File: src/rtl/regfile_writeback_arbiter.sv
// Register-file writeback arbiter.
// Merges a single-cycle ALU result stream and a valid/ready load stream onto
// the single register-file write port. Loads that lose arbitration wait in a
// small FIFO. A later ALU write to the same register kills the queued loads
// that target it, which keeps write-after-write order intact. Combinational
// hazard flags tell decode which read addresses still have a write pending.
module regfile_writeback_arbiter #(
  parameter  int DEPTH = 4,
  localparam int PTR_W = $clog2(DEPTH)
) (
  input  logic             clk,
  input  logic             rst,
  // ALU result: single cycle, never back-pressured
  input  logic             alu_valid,
  input  logic [4:0]       alu_rd,
  input  logic [31:0]      alu_data,
  // Load result: valid/ready handshake
  input  logic             ld_valid,
  output logic             ld_ready,
  input  logic [4:0]       ld_rd,
  input  logic [31:0]      ld_data,
  // Decode read addresses and their hazard flags
  input  logic [4:0]       rfr_address1,
  input  logic [4:0]       rfr_address2,
  output logic             haz1,
  output logic             haz2,
  // Register-file write port
  output logic             rfw_enable,
  output logic [4:0]       rfw_address3,
  output logic [31:0]      rfw_data3,
  // FIFO occupancy, counting live and killed entries
  output logic [PTR_W:0]   pending_count
);

  localparam logic [PTR_W:0] FULL_COUNT = (PTR_W + 1)'(DEPTH);

  // FIFO storage. A set live bit means the entry still has to be written.
  logic [4:0]       rd_q   [DEPTH];
  logic [31:0]      data_q [DEPTH];
  logic [DEPTH-1:0] live_q;
  logic [PTR_W-1:0] rd_ptr;
  logic [PTR_W-1:0] wr_ptr;

  logic full;
  logic empty;
  logic ld_accept;
  logic ld_nonzero;
  logic alu_issue;
  logic pop;
  logic bypass;
  logic push;

  // Occupancy flags and the arbitration decision for this cycle.
  always_comb begin
    full       = (pending_count == FULL_COUNT);
    empty      = (pending_count == '0);
    // ld_ready is taken from the occupancy before any pop this cycle, so a
    // full FIFO back-pressures even while it is draining.
    ld_ready   = !full && !rst;
    ld_accept  = ld_valid && ld_ready;
    // A load to r0 still completes its handshake but carries no write.
    ld_nonzero = ld_accept && (ld_rd != 5'd0);
    alu_issue  = alu_valid && (alu_rd != 5'd0);
    pop        = !alu_issue && !empty;
    bypass     = !alu_issue && empty && ld_nonzero;
    push       = ld_nonzero && !bypass;
  end

  // Hazard detection: any live queued write or the write in flight this cycle.
  always_comb begin
    logic hit1;
    logic hit2;
    hit1 = 1'b0;
    hit2 = 1'b0;
    // Popped and killed entries have their live bit cleared, so a live bit
    // alone marks an occupied entry that still has to be written.
    for (int i = 0; i < DEPTH; i++) begin
      if (live_q[i] && (rd_q[i] == rfr_address1)) hit1 = 1'b1;
      if (live_q[i] && (rd_q[i] == rfr_address2)) hit2 = 1'b1;
    end
    // The in-flight term covers the edge where the register file is written
    // at the same moment that decode samples it.
    if (rfw_enable && (rfw_address3 == rfr_address1)) hit1 = 1'b1;
    if (rfw_enable && (rfw_address3 == rfr_address2)) hit2 = 1'b1;
    haz1 = (rfr_address1 != 5'd0) && hit1;
    haz2 = (rfr_address2 != 5'd0) && hit2;
  end

  // FIFO payload storage. Only the live bits need a reset value.
  always_ff @(posedge clk) begin
    // NOTE: the rd/data arrays are left out of reset on purpose. An entry is
    // only read after a push has written it, so resetting it would add reset
    // fan-out and gain nothing.
    if (!rst && push) begin
      rd_q[wr_ptr]   <= ld_rd;
      data_q[wr_ptr] <= ld_data;
    end
  end

  // FIFO control: pointers, occupancy, live bits and kill on ALU writes.
  always_ff @(posedge clk) begin
    // NOTE: sequential state uses non-blocking assignments only. The kill
    // loop and the push below both target live_q. The later push assignment
    // wins, so a load that arrives with a same-rd ALU write stays live.
    if (rst) begin
      live_q        <= '0;
      rd_ptr        <= '0;
      wr_ptr        <= '0;
      pending_count <= '0;
    end else begin
      if (alu_issue) begin
        for (int i = 0; i < DEPTH; i++) begin
          if (rd_q[i] == alu_rd) live_q[i] <= 1'b0;
        end
      end
      if (pop) begin
        live_q[rd_ptr] <= 1'b0;
        rd_ptr         <= rd_ptr + 1'b1;
      end
      if (push) begin
        live_q[wr_ptr] <= 1'b1;
        wr_ptr         <= wr_ptr + 1'b1;
      end
      case ({push, pop})
        2'b10:   pending_count <= pending_count + 1'b1;
        2'b01:   pending_count <= pending_count - 1'b1;
        default: pending_count <= pending_count;
      endcase
    end
  end

  // Registered write port: one cycle after the arbitration decision.
  always_ff @(posedge clk) begin
    if (rst) begin
      rfw_enable   <= 1'b0;
      rfw_address3 <= 5'd0;
      rfw_data3    <= 32'd0;
    end else if (alu_issue) begin
      rfw_enable   <= 1'b1;
      rfw_address3 <= alu_rd;
      rfw_data3    <= alu_data;
    end else if (pop) begin
      // A killed head is popped with no write. Address and data keep their
      // last values.
      rfw_enable <= live_q[rd_ptr];
      if (live_q[rd_ptr]) begin
        rfw_address3 <= rd_q[rd_ptr];
        rfw_data3    <= data_q[rd_ptr];
      end
    end else if (bypass) begin
      rfw_enable   <= 1'b1;
      rfw_address3 <= ld_rd;
      rfw_data3    <= ld_data;
    end else begin
      rfw_enable <= 1'b0;
    end
  end

endmodule

File: config.mk
export PLATFORM = sky130hd
export DESIGN_NAME = regfile_writeback_arbiter
export DESIGN_NICKNAME = d
export VERILOG_FILES = /design/src/rtl/regfile_writeback_arbiter.sv
export SDC_FILE = /design/constraint.sdc
export NUM_CORES = 1
export LEC_CHECK = 0
export BUFFER_PORTS_ARGS = -buffer_cell sky130_fd_sc_hd__buf_2
export CORE_ASPECT_RATIO = 0.5
export CORE_MARGIN = 2
export CORE_UTILIZATION = 57
export CTS_BUF_LIST = sky130_fd_sc_hd__clkbuf_16
export CTS_CLUSTER_SIZE = 28
export DETAILED_ROUTE_END_ITERATION = 10
export PLACE_DENSITY_LB_ADDON = 0.05
export SYNTH_ARGS = -nofsm -noshare
export SYNTH_HDL_FRONTEND = slang
export SYNTH_SLANG_ARGS = --single-unit
export TNS_END_PERCENT = 100
File: constraint.sdc
create_clock -name clk -period 3.3 [get_ports clk]
set_input_delay 0.66 -clock clk [delete_from_list [all_inputs] [get_ports clk]]
set_output_delay 0.66 -clock clk [all_outputs]
set_load 0.02 [all_outputs]
==> results.md, run 1 <==
- The flow ran to the end, and the final reports show no timing, DRC or antenna violations.
- The worst slack at placement is 180 ps.
- The switching power total is 0.00232 W.
- The total of fill cells in the finished design is 1154.
- STA classifies the critical path endpoint as an output pin.
- The power per cell area is 683 mW/mm^2.
- Per report_power, the sequential group accounts for 44.1% of the total.
- The initial detailed-routing violation count is 544.
- The slew at the pin closest to its max-slew limit is 623 ps.
- Using the TritonRoute via totals, the vias-per-cell ratio works out to 5.85.
- The number of vias in the routed layout is 5699.
- The count of nets left with antenna violations once routing finished came out at 0.
- The post-route fraction of the period consumed by the critical path is 83.7%.
- The worst hold margin is 448 ps.
- The DRC violation count after routing is 0.
- The gate count of the mapped netlist is 643.
- Leaving out fill and tap cells, the most frequent cells in the layout are sky130_fd_sc_hd__edfxtp_1 (148), sky130_fd_sc_hd__buf_2 (131), sky130_fd_sc_hd__nand2_1 (76).
- The worst-case clock skew is 15.3 ps.
- From bottom edge to top edge, the die measures 92.2 um.
- Data on the critical path arrives at its endpoint at 2100 ps.
- The signal on the critical path passes through xor2_1, nor4_1, nand3_1, nand3_1, o22a_1, buf_2.
- The final layout contains 855 nets.
- The worst-path cell with the longest stage delay is sky130_fd_sc_hd__edfxtp_1.
- The internal portion of the total power is 0.00471 W.
- The horizontal die dimension is 180 um.
- Entering global routing, the biggest net connects 57 pins.
- STA classifies the critical path startpoint as a register.
- The HPWL after detailed placement is 12.5 mm.
- The worst path setup slack after routing is 539 ps.
- The TritonCTS clock tree is yes.
- The yosys synthesis warning count is 0.
- The type of the tightest min-delay check is in2reg.
- In this design, the stage delay of the slowest critical-path cell is 510 ps.
- The area of the multi-input gates is 0.00312 mm^2.
- The area growth from synthesis to final layout is 16.1%.
- Post-CTS timing repair inserted 0 buffers for setup.
- Summing all flip-flop and latch instances after layout gives 0.00547 mm^2.
- The minimum period implied by the final worst setup slack is 2760 ps.
- The most frequent cell on the critical path is sky130_fd_sc_hd__nand3_1.
- The critical path in this run is classified as reg2out.
- In this design, the largest share of critical-path delay is due to simple AND/OR/NAND/NOR gates.
- The routed design has 19.9 mm of wire.
- Gates resized during post-CTS repair numbered 0.
- The post-route setup TNS is 0 ps.
- The highest attainable clock frequency is 362 MHz.
- STA puts the critical path data required time at 2640 ps.
- The sequential element share of the synthesized area is 61.6%.
- The number of buffer cells added on primary ports is 131.
- Global routing consumed, over all layers together, 25.2% of the routing resources.
- Row generation in the floorplan step produced 32 rows.
- Once the floorplan was initialized, standard cells occupied 58.0% of the core.
- The first global-routing pass estimated 31.6 mm of wire.
- The repair_antennas step left the layout with diodes totalling 0.
- The post-synthesis cell area is 0.00887 mm^2.
- The number of antenna violations at the first check in global routing is 1.
- The combinational cell fraction of total power is 26.5%.
- The post-synthesis net count is 741.
- The netlist uses 34 different library cells.
- The buffer levels on the longest clock path is 2.
- Clock-pin slew was measured on the worst setup and hold paths at 90 ps.
- The final global-route overflow total is 0.
- The clock network burns 29.4% of the power.
- For this design the static power due to leakage is 3.75 nW.
- The total count of hold-check failures in the final report is 0.
- In this run switching power makes up 33.0% of total power.
- The total clock buffers created by CTS is 17.
- The number of buffers and inverters on the critical path is 1.
- The register bit total from synthesis is 199.
- The number of endpoints failing setup at the final stage is 0.
- The max-slew violation count is 0.
- The sum of internal, switching and leakage power is 0.00703 W.
- The tool flagged a number of max-cap violations equal to 0.
- The highest net fanout along the worst path is 4.
- Setup repair after global routing left no endpoint under its margin.
- Leaving out fill and tap cells, the most frequent cell in the layout is sky130_fd_sc_hd__edfxtp_1.
- The clock drives 199 sinks.
- The area of the core region is 0.0153 mm^2.
- During I/O placement, the number of pins put on the boundary was 132.
- The number of global-route vias before repair came to 5619.
- The layout cell share with drive strength beyond 1 is 29.9%.
- The root cell of the clock tree is sky130_fd_sc_hd__clkbuf_16.
- The detailed-routing iteration count for the pre-antenna-repair pass is 5.
- The worst slew margin relative to its limit is 58.4%.
- The die covers 0.0166 mm^2.
- The later pin in the worst-skew pair is clocked with a latency of 440 ps.
- The H-tree depth is 4.
- The number of hold buffers added after CTS was 0.
- In the final routed layout, each cell accounts on average for 20.5 um.
- The congestion estimate from routability-driven global placement came to 0.904.
- VDD sags by at most 0.408 mV.
- Each instance of the synthesized netlist takes up on average 13.8 um^2.
==> metal layers <==
layer | share of wire, % | GRT usage (%)
met1 | 45 | 34.5
met5 | 0.065 | 0
met3 | 6.3 | 5.92
met4 | 1.1 | 5.98
met2 | 48 | 41.3
==> power groups by stage <==
stage | registers (W) | logic (W) | clock network, W
floorplan | 0.00324 | 0.00122 | 0
global placement | 0.00315 | 0.00187 | 0
detailed placement | 0.00315 | 0.00188 | 0
CTS | 0.00310 | 0.00189 | 0.00210
global route | 0.00313 | 0.00205 | 0.00220
finish | 0.00310 | 0.00186 | 0.00207
==> synth_stat cells <==
library cell	number	area [um^2]
sky130_fd_sc_hd__edfxtp_1	148	4440
sky130_fd_sc_hd__nand2_1	76	285
sky130_fd_sc_hd__nand3_1	52	260
sky130_fd_sc_hd__dfxtp_1	51	1020
sky130_fd_sc_hd__xor2_1	50	438
sky130_fd_sc_hd__mux4_2	38	856
sky130_fd_sc_hd__o21ai_0	38	190
sky130_fd_sc_hd__o2bb2ai_1	37	324
sky130_fd_sc_hd__clkbuf_1	27	101
sky130_fd_sc_hd__xnor2_1	24	210
sky130_fd_sc_hd__nor4_1	14	87.6
sky130_fd_sc_hd__buf_2	12	60.1
sky130_fd_sc_hd__inv_1	11	41.3
sky130_fd_sc_hd__nor2_1	11	41.3
sky130_fd_sc_hd__a21oi_1	9	45.0
sky130_fd_sc_hd__ha_1	9	113
sky130_fd_sc_hd__buf_6	6	67.6
sky130_fd_sc_hd__and2_1	5	31.3
sky130_fd_sc_hd__a31o_2	4	35.0
sky130_fd_sc_hd__buf_4	3	22.5
sky130_fd_sc_hd__or4_1	3	22.5
sky130_fd_sc_hd__o22a_1	2	17.5
sky130_fd_sc_hd__or3_1	2	12.5
sky130_fd_sc_hd__a211o_1	1	8.76
sky130_fd_sc_hd__a211oi_2	1	12.5
sky130_fd_sc_hd__a2bb2oi_1	1	8.76
sky130_fd_sc_hd__buf_1	1	3.75
sky130_fd_sc_hd__fa_1	1	20.0
sky130_fd_sc_hd__mux2i_1	1	10.0
sky130_fd_sc_hd__nor2_8	1	20.0
sky130_fd_sc_hd__nor3_1	1	5.00
sky130_fd_sc_hd__o21ai_4	1	16.3
sky130_fd_sc_hd__o311ai_4	1	26.3
sky130_fd_sc_hd__or4_4	1	11.3
==> layout make-up <==
cell class,instances,area share (%)
clock inverter,15,1.76
timing repair buffer,144,7.80
sequential,199,53.1
inverter,11,0.401
clock buffer,17,4.13
tap,204,2.48
multi-input combinational,384,30.3
==> final timing paths <==
path / startpoint / to / cells past startpoint / slack [ps]
worst max-delay path: rd_q[1][1] / haz2 / 6 / 540
worst min-delay path: ld_data[3] / data_q[2][3] / 1 / 450
worst max register to register: pending_count[0] / pending_count[2] / 10 / 880
worst min register to register: rfw_data3[0] / rfw_data3[0] / 1 / 460
==> stage by stage <==
step | utilization [%] | instances | area, um^2
after detailed placement | 63.3 | 942 | 9690
after global placement | 63.3 | 942 | 9690
after CTS | 67.3 | 974 | 10300
after global routing | 67.3 | 974 | 10300
after floorplan | - | 643 | 8870
final | 67.3 | 974 | 10300
==> flip-flops by register name, indices dropped and copies added, names as in the netlist, named ones only <==
name           flops
rfw_address3       5
rfw_data3         32
pending_count      3
rd_q              20
rd_ptr             2
rfw_enable         1
data_q           128
wr_ptr             2
live_q             4
==> cells by family after synthesis <==
logic type | after synthesis | share of synthesized area (%)
simple gates | 166 | 8.76
xor+xnor | 74 | 7.31
fa+ha+maj | 10 | 1.50
flops | 199 | 61.6
mux | 39 | 9.76
buf+inv | 60 | 3.34
compound gates | 95 | 7.72
==> worst reg2reg max path: stages (launching register included) <==
cell and delay [ps]:
sky130_fd_sc_hd__dfxtp_1 440, sky130_fd_sc_hd__nor2_1 90, sky130_fd_sc_hd__a211o_1 370, sky130_fd_sc_hd__a211oi_2 390, sky130_fd_sc_hd__inv_1 90, sky130_fd_sc_hd__ha_1 230, sky130_fd_sc_hd__inv_1 70, sky130_fd_sc_hd__fa_1 180
sky130_fd_sc_hd__xor2_1 70, sky130_fd_sc_hd__or3_1 300, sky130_fd_sc_hd__a21oi_1 140
Power figures use the tool's default switching activity.
==> run 2: changes to the inputs <==
Settings changed: ABC_AREA set to 1, CORE_UTILIZATION 57 to 58.
Clock period 3.3 ns to 2.8 ns, I/O delays scaled along.
==> run 2 against run 1 <==
Effect of this change:
- via count is 37% higher
- area after synthesis up 5.3%
- sequential share of layout area decreased by 2.6 points
- global-route usage rose by 5.3 points
- register-to-register slack worse by 310 ps
- critical endpoint is now haz1
- largest power group unchanged
==> results.md, run 2 <==
- The maximum ir drop on the vdd rail is 0.550 mV.
- The number of cells upsized or downsized after cts is 0.
- The placer congestion estimate is 0.942.
- The worst hold path belongs to the class in2reg.
- For this configuration, the core starts out at a cell density of 60.0%.
- The first TritonRoute pass finished after 5 iterations.
- Global routing consumed, over all layers together, 30.5% of the routing resources.
- In this run the power density over the cells is 920 mW/mm^2.
- Across all layers, the routed design uses 7787 vias.
- The number of antenna violations at the first check in global routing is 1.
- In this run the clock root is driven by a sky130_fd_sc_hd__clkbuf_16.
- The final critical path takes up 88.6% of the cycle.
- The post-route cell area is 0.0108 mm^2.
- The leakage power is 4.52 nW.
- The most common library cell in the layout ignoring fill and taps is sky130_fd_sc_hd__nand2_1.
- The die is 183 um wide.
- The delay of the slowest cell on the worst path is 520 ps.
- The total clock buffers created by CTS is 17.
- The minimum period implied by the final worst setup slack is 2480 ps.
- Global routing finished with a remaining overflow of 0.
- The number of standard cells in the final layout excluding fillers is 1376.
- The mux contribution to synthesized area is 0%.
- The count of hold buffers inserted by post-cts repair is 0.
- The synthesized netlist devotes 10.3% of its cell area to compound gates.
- The number of global-route vias before repair is 7452.
- The total count of hold-check failures in the final report was 0.
- The area growth from synthesis to layout is 15.9%.
- Along the worst hold path, the cell count comes to 1.
- The post-synthesis cell area is 0.00934 mm^2.
- The detailed router finished its first iteration with 765 violations.
- The worst-path cell with the longest stage delay is sky130_fd_sc_hd__edfxtp_1.
- The most used flip-flop cell after synthesis is sky130_fd_sc_hd__edfxtp_1.
- On the final layout, the worst clock skew is 20.2 ps.
- The number of distinct library cells after synthesis is 28.
- The highest net fanout along the worst path is 4.
- The area of the core region is 0.0156 mm^2.
- Measured against its own limit, the worst slew margin works out to 63.6%.
- For the worst setup path, the data required time is 2240 ps.
- The tightest hold path in the finished design has a slack of 346 ps.
- The clock passes through at most 2 buffers.
- The number of antenna diodes in the final layout is 0.
- Cells with a size suffix above 1 make up 16.5% of the layout.
- The aggregate routed wire length is 25.1 mm.
- Max-cap violations in this run came to 0.
- The post-placement cell count is 1344.
- The routed metal-1 wirelength is 11.0 mm.
- STA classifies the critical path startpoint as a register.
- Counting flops with a built-in enable in the synthesized netlist gives 148.
- Detailed routing placed a total of 11.8 mm of wire on met2.
- The cell type with the highest aggregate area in the netlist is sky130_fd_sc_hd__edfxtp_1.
- The max-slew violation count is 0.
- The number of buffer cells added on primary ports is 131.
- The post-synthesis simple-gate area fraction is 20.9%.
- Setup violations remaining at the end of the flow were counted as 0.
- The net count reported at finish is 1257.
- The flow ran to the end, and the final reports show no timing, DRC or antenna violations.
- The post-route setup TNS is 0 ps.
- The die area is 0.0172 mm^2.
- The first global-routing pass estimated 39.6 mm of wire.
- Entering global routing, the biggest net connects 73 pins.
- The uppermost metal layer occupied by signal nets is met4.
- After Yosys synthesis, full adders, half adders and majority gates account for 1.42% of the synthesized area.
- By instance count, the leading cell after synthesis is sky130_fd_sc_hd__nand2_1.
- The Yosys step of the flow raised 0 warnings.
- Setup repair after global routing left no endpoint under its margin.
- After synthesis, the largest area contributor takes up 47.6% of total cell area.
- The dominant combinational cell family by area after synthesis is simple AND/OR/NAND/NOR gates.
- The highest attainable clock frequency is 403 MHz.
- When the netlist entered floorplanning its net count stood at 1142.
- The layout has 1210 filler cells.
- The height of the chip is 93.7 um.
- The register with the most flip-flops in the layout has 128 of them.
- After clock tree synthesis, the clock-pin slew on the worst setup and hold paths is 80 ps.
- In the detailed route, the total length drawn on met3 is 1.94 mm.
- The depth of the most critical reg-to-reg path is 12.
- The register with the most flip-flops is data_q.
- The worst setup path is captured at an output pin.
- Traced cell by cell, the critical path runs through inv_1, nand2_1, a21oi_1, nand3_1, nand3_1, nor2_1, nor2_1, buf_2.
- In the synthesized netlist, the number of instances is 1044.
- The number of sinks driven by the clock tree is 199.
- The sum of internal, switching and leakage power is 0.00996 W.
- Detailed placement ended at an HPWL of 16.5 mm.
- The sequential element share of the synthesized area is 58.5%.
- TritonCTS built the clock tree.
- The remaining antenna violation count is 0.
- The synthesized netlist devotes 2.72% of its cell area to XOR and XNOR gates.
- Clock latency on the worst-skew pair, taken at its later pin, is 440 ps.
- Buffers added to address setup during post-CTS repair amount to 0.
- The DRC violation count after routing is 0.
- In the post-synthesis netlist, the biggest area contributors are sky130_fd_sc_hd__edfxtp_1 (48%), sky130_fd_sc_hd__dfxtp_1 (11%), sky130_fd_sc_hd__nand2_1 (9.3%), sky130_fd_sc_hd__nor2_1 (7.3%), sky130_fd_sc_hd__o21ai_0 (4.7%).
- The critical setup path kind is reg2out.
- For the pin with the worst max-slew slack, the measured transition is 545 ps.
- In the synthesized netlist, the cells that appear most often are sky130_fd_sc_hd__nand2_1 (232), sky130_fd_sc_hd__nor2_1 (182), sky130_fd_sc_hd__edfxtp_1 (148), sky130_fd_sc_hd__o21ai_0 (88), sky130_fd_sc_hd__inv_1 (84).
- Row generation in the floorplan step produced 32 rows.
- The I/O pin count is 132.
- The H-tree depth is 4.
- The async set or reset register ratio after synthesis is 0%.
- In this run the cell area measured after placement is 0.0102 mm^2.
- The post-synthesis average cell area is 8.95 um^2.
- The register bit total from synthesis is 199.
- The arrival time at the worst endpoint is 1920 ps.
- In the routed layout, each cell is associated on average with a via count of 5.66.
- The library cells used most frequently in the layout, excluding fill and tap cells, are sky130_fd_sc_hd__nand2_1 (232), sky130_fd_sc_hd__nor2_1 (182), sky130_fd_sc_hd__edfxtp_1 (148).
- The wire length per cell after detailed routing is 18.2 um.
- The largest registers in the layout are data_q x128, rfw_data3 x32, rd_q x20.
==> run 2: final timing paths <==
kind / from / slack, ps / end
setup / recovery: rd_q[0][3] / 320 / haz1
hold / removal: ld_data[27] / 350 / data_q[3][27]
setup reg to reg: pending_count[1] / 570 / pending_count[2]
hold reg to reg: rfw_data3[11] / 470 / rfw_data3[11]
==> run 2: worst max-delay path, delay by kind of cell, from the launching register on <==
family	cells	cell delay, ps
buffers and inverters	2	390
AOI/OAI and AO/OA	1	150
and+or+nand+nor	5	440
DFF	1	520
==> run 2: area by class of cell <==
cell class	instances	area [um^2]	area share [%]
inverter	89	334	3.09
timing repair buffer	149	866	8.00
sequential	199	5470	50.5
tap	204	255	2.36
multi-input combinational	703	3300	30.5
clock inverter	15	179	1.65
clock buffer	17	425	3.93
==> run 2: layer usage <==
layer  up-vias  track usage [%]
li1       3713                -
met1      3688             42.6
met2       356             49.6
met3        30             5.19
met4         0             9.07
met5         -                0
==> run 2: logic make-up after synthesis <==
logic type      Yosys count
compound gates          175
xor+xnor                 29
simple gates            489
buf+inv                 142
flops                   199
fa+ha+maj                10
==> run 2: per-stage QoR <==
step           setup slack [ps]  util [%]
5_1_grt                     191      69.5
3_3_place_gp                332      65.6
4_1_cts                     302      69.5
2_1_floorplan               269         -
6_report                    320      69.5
3_5_place_dp                297      65.6
==> run 2: report_power, final <==
part | leakage (nW) | total [W] | switching [W] | internal (W)
clock network | 0.293 | 0.00244 | 0.00122 | 0.00121
logic | 2.47 | 0.00366 | 0.00247 | 0.00119
registers | 1.76 | 0.00386 | 0.000276 | 0.00359
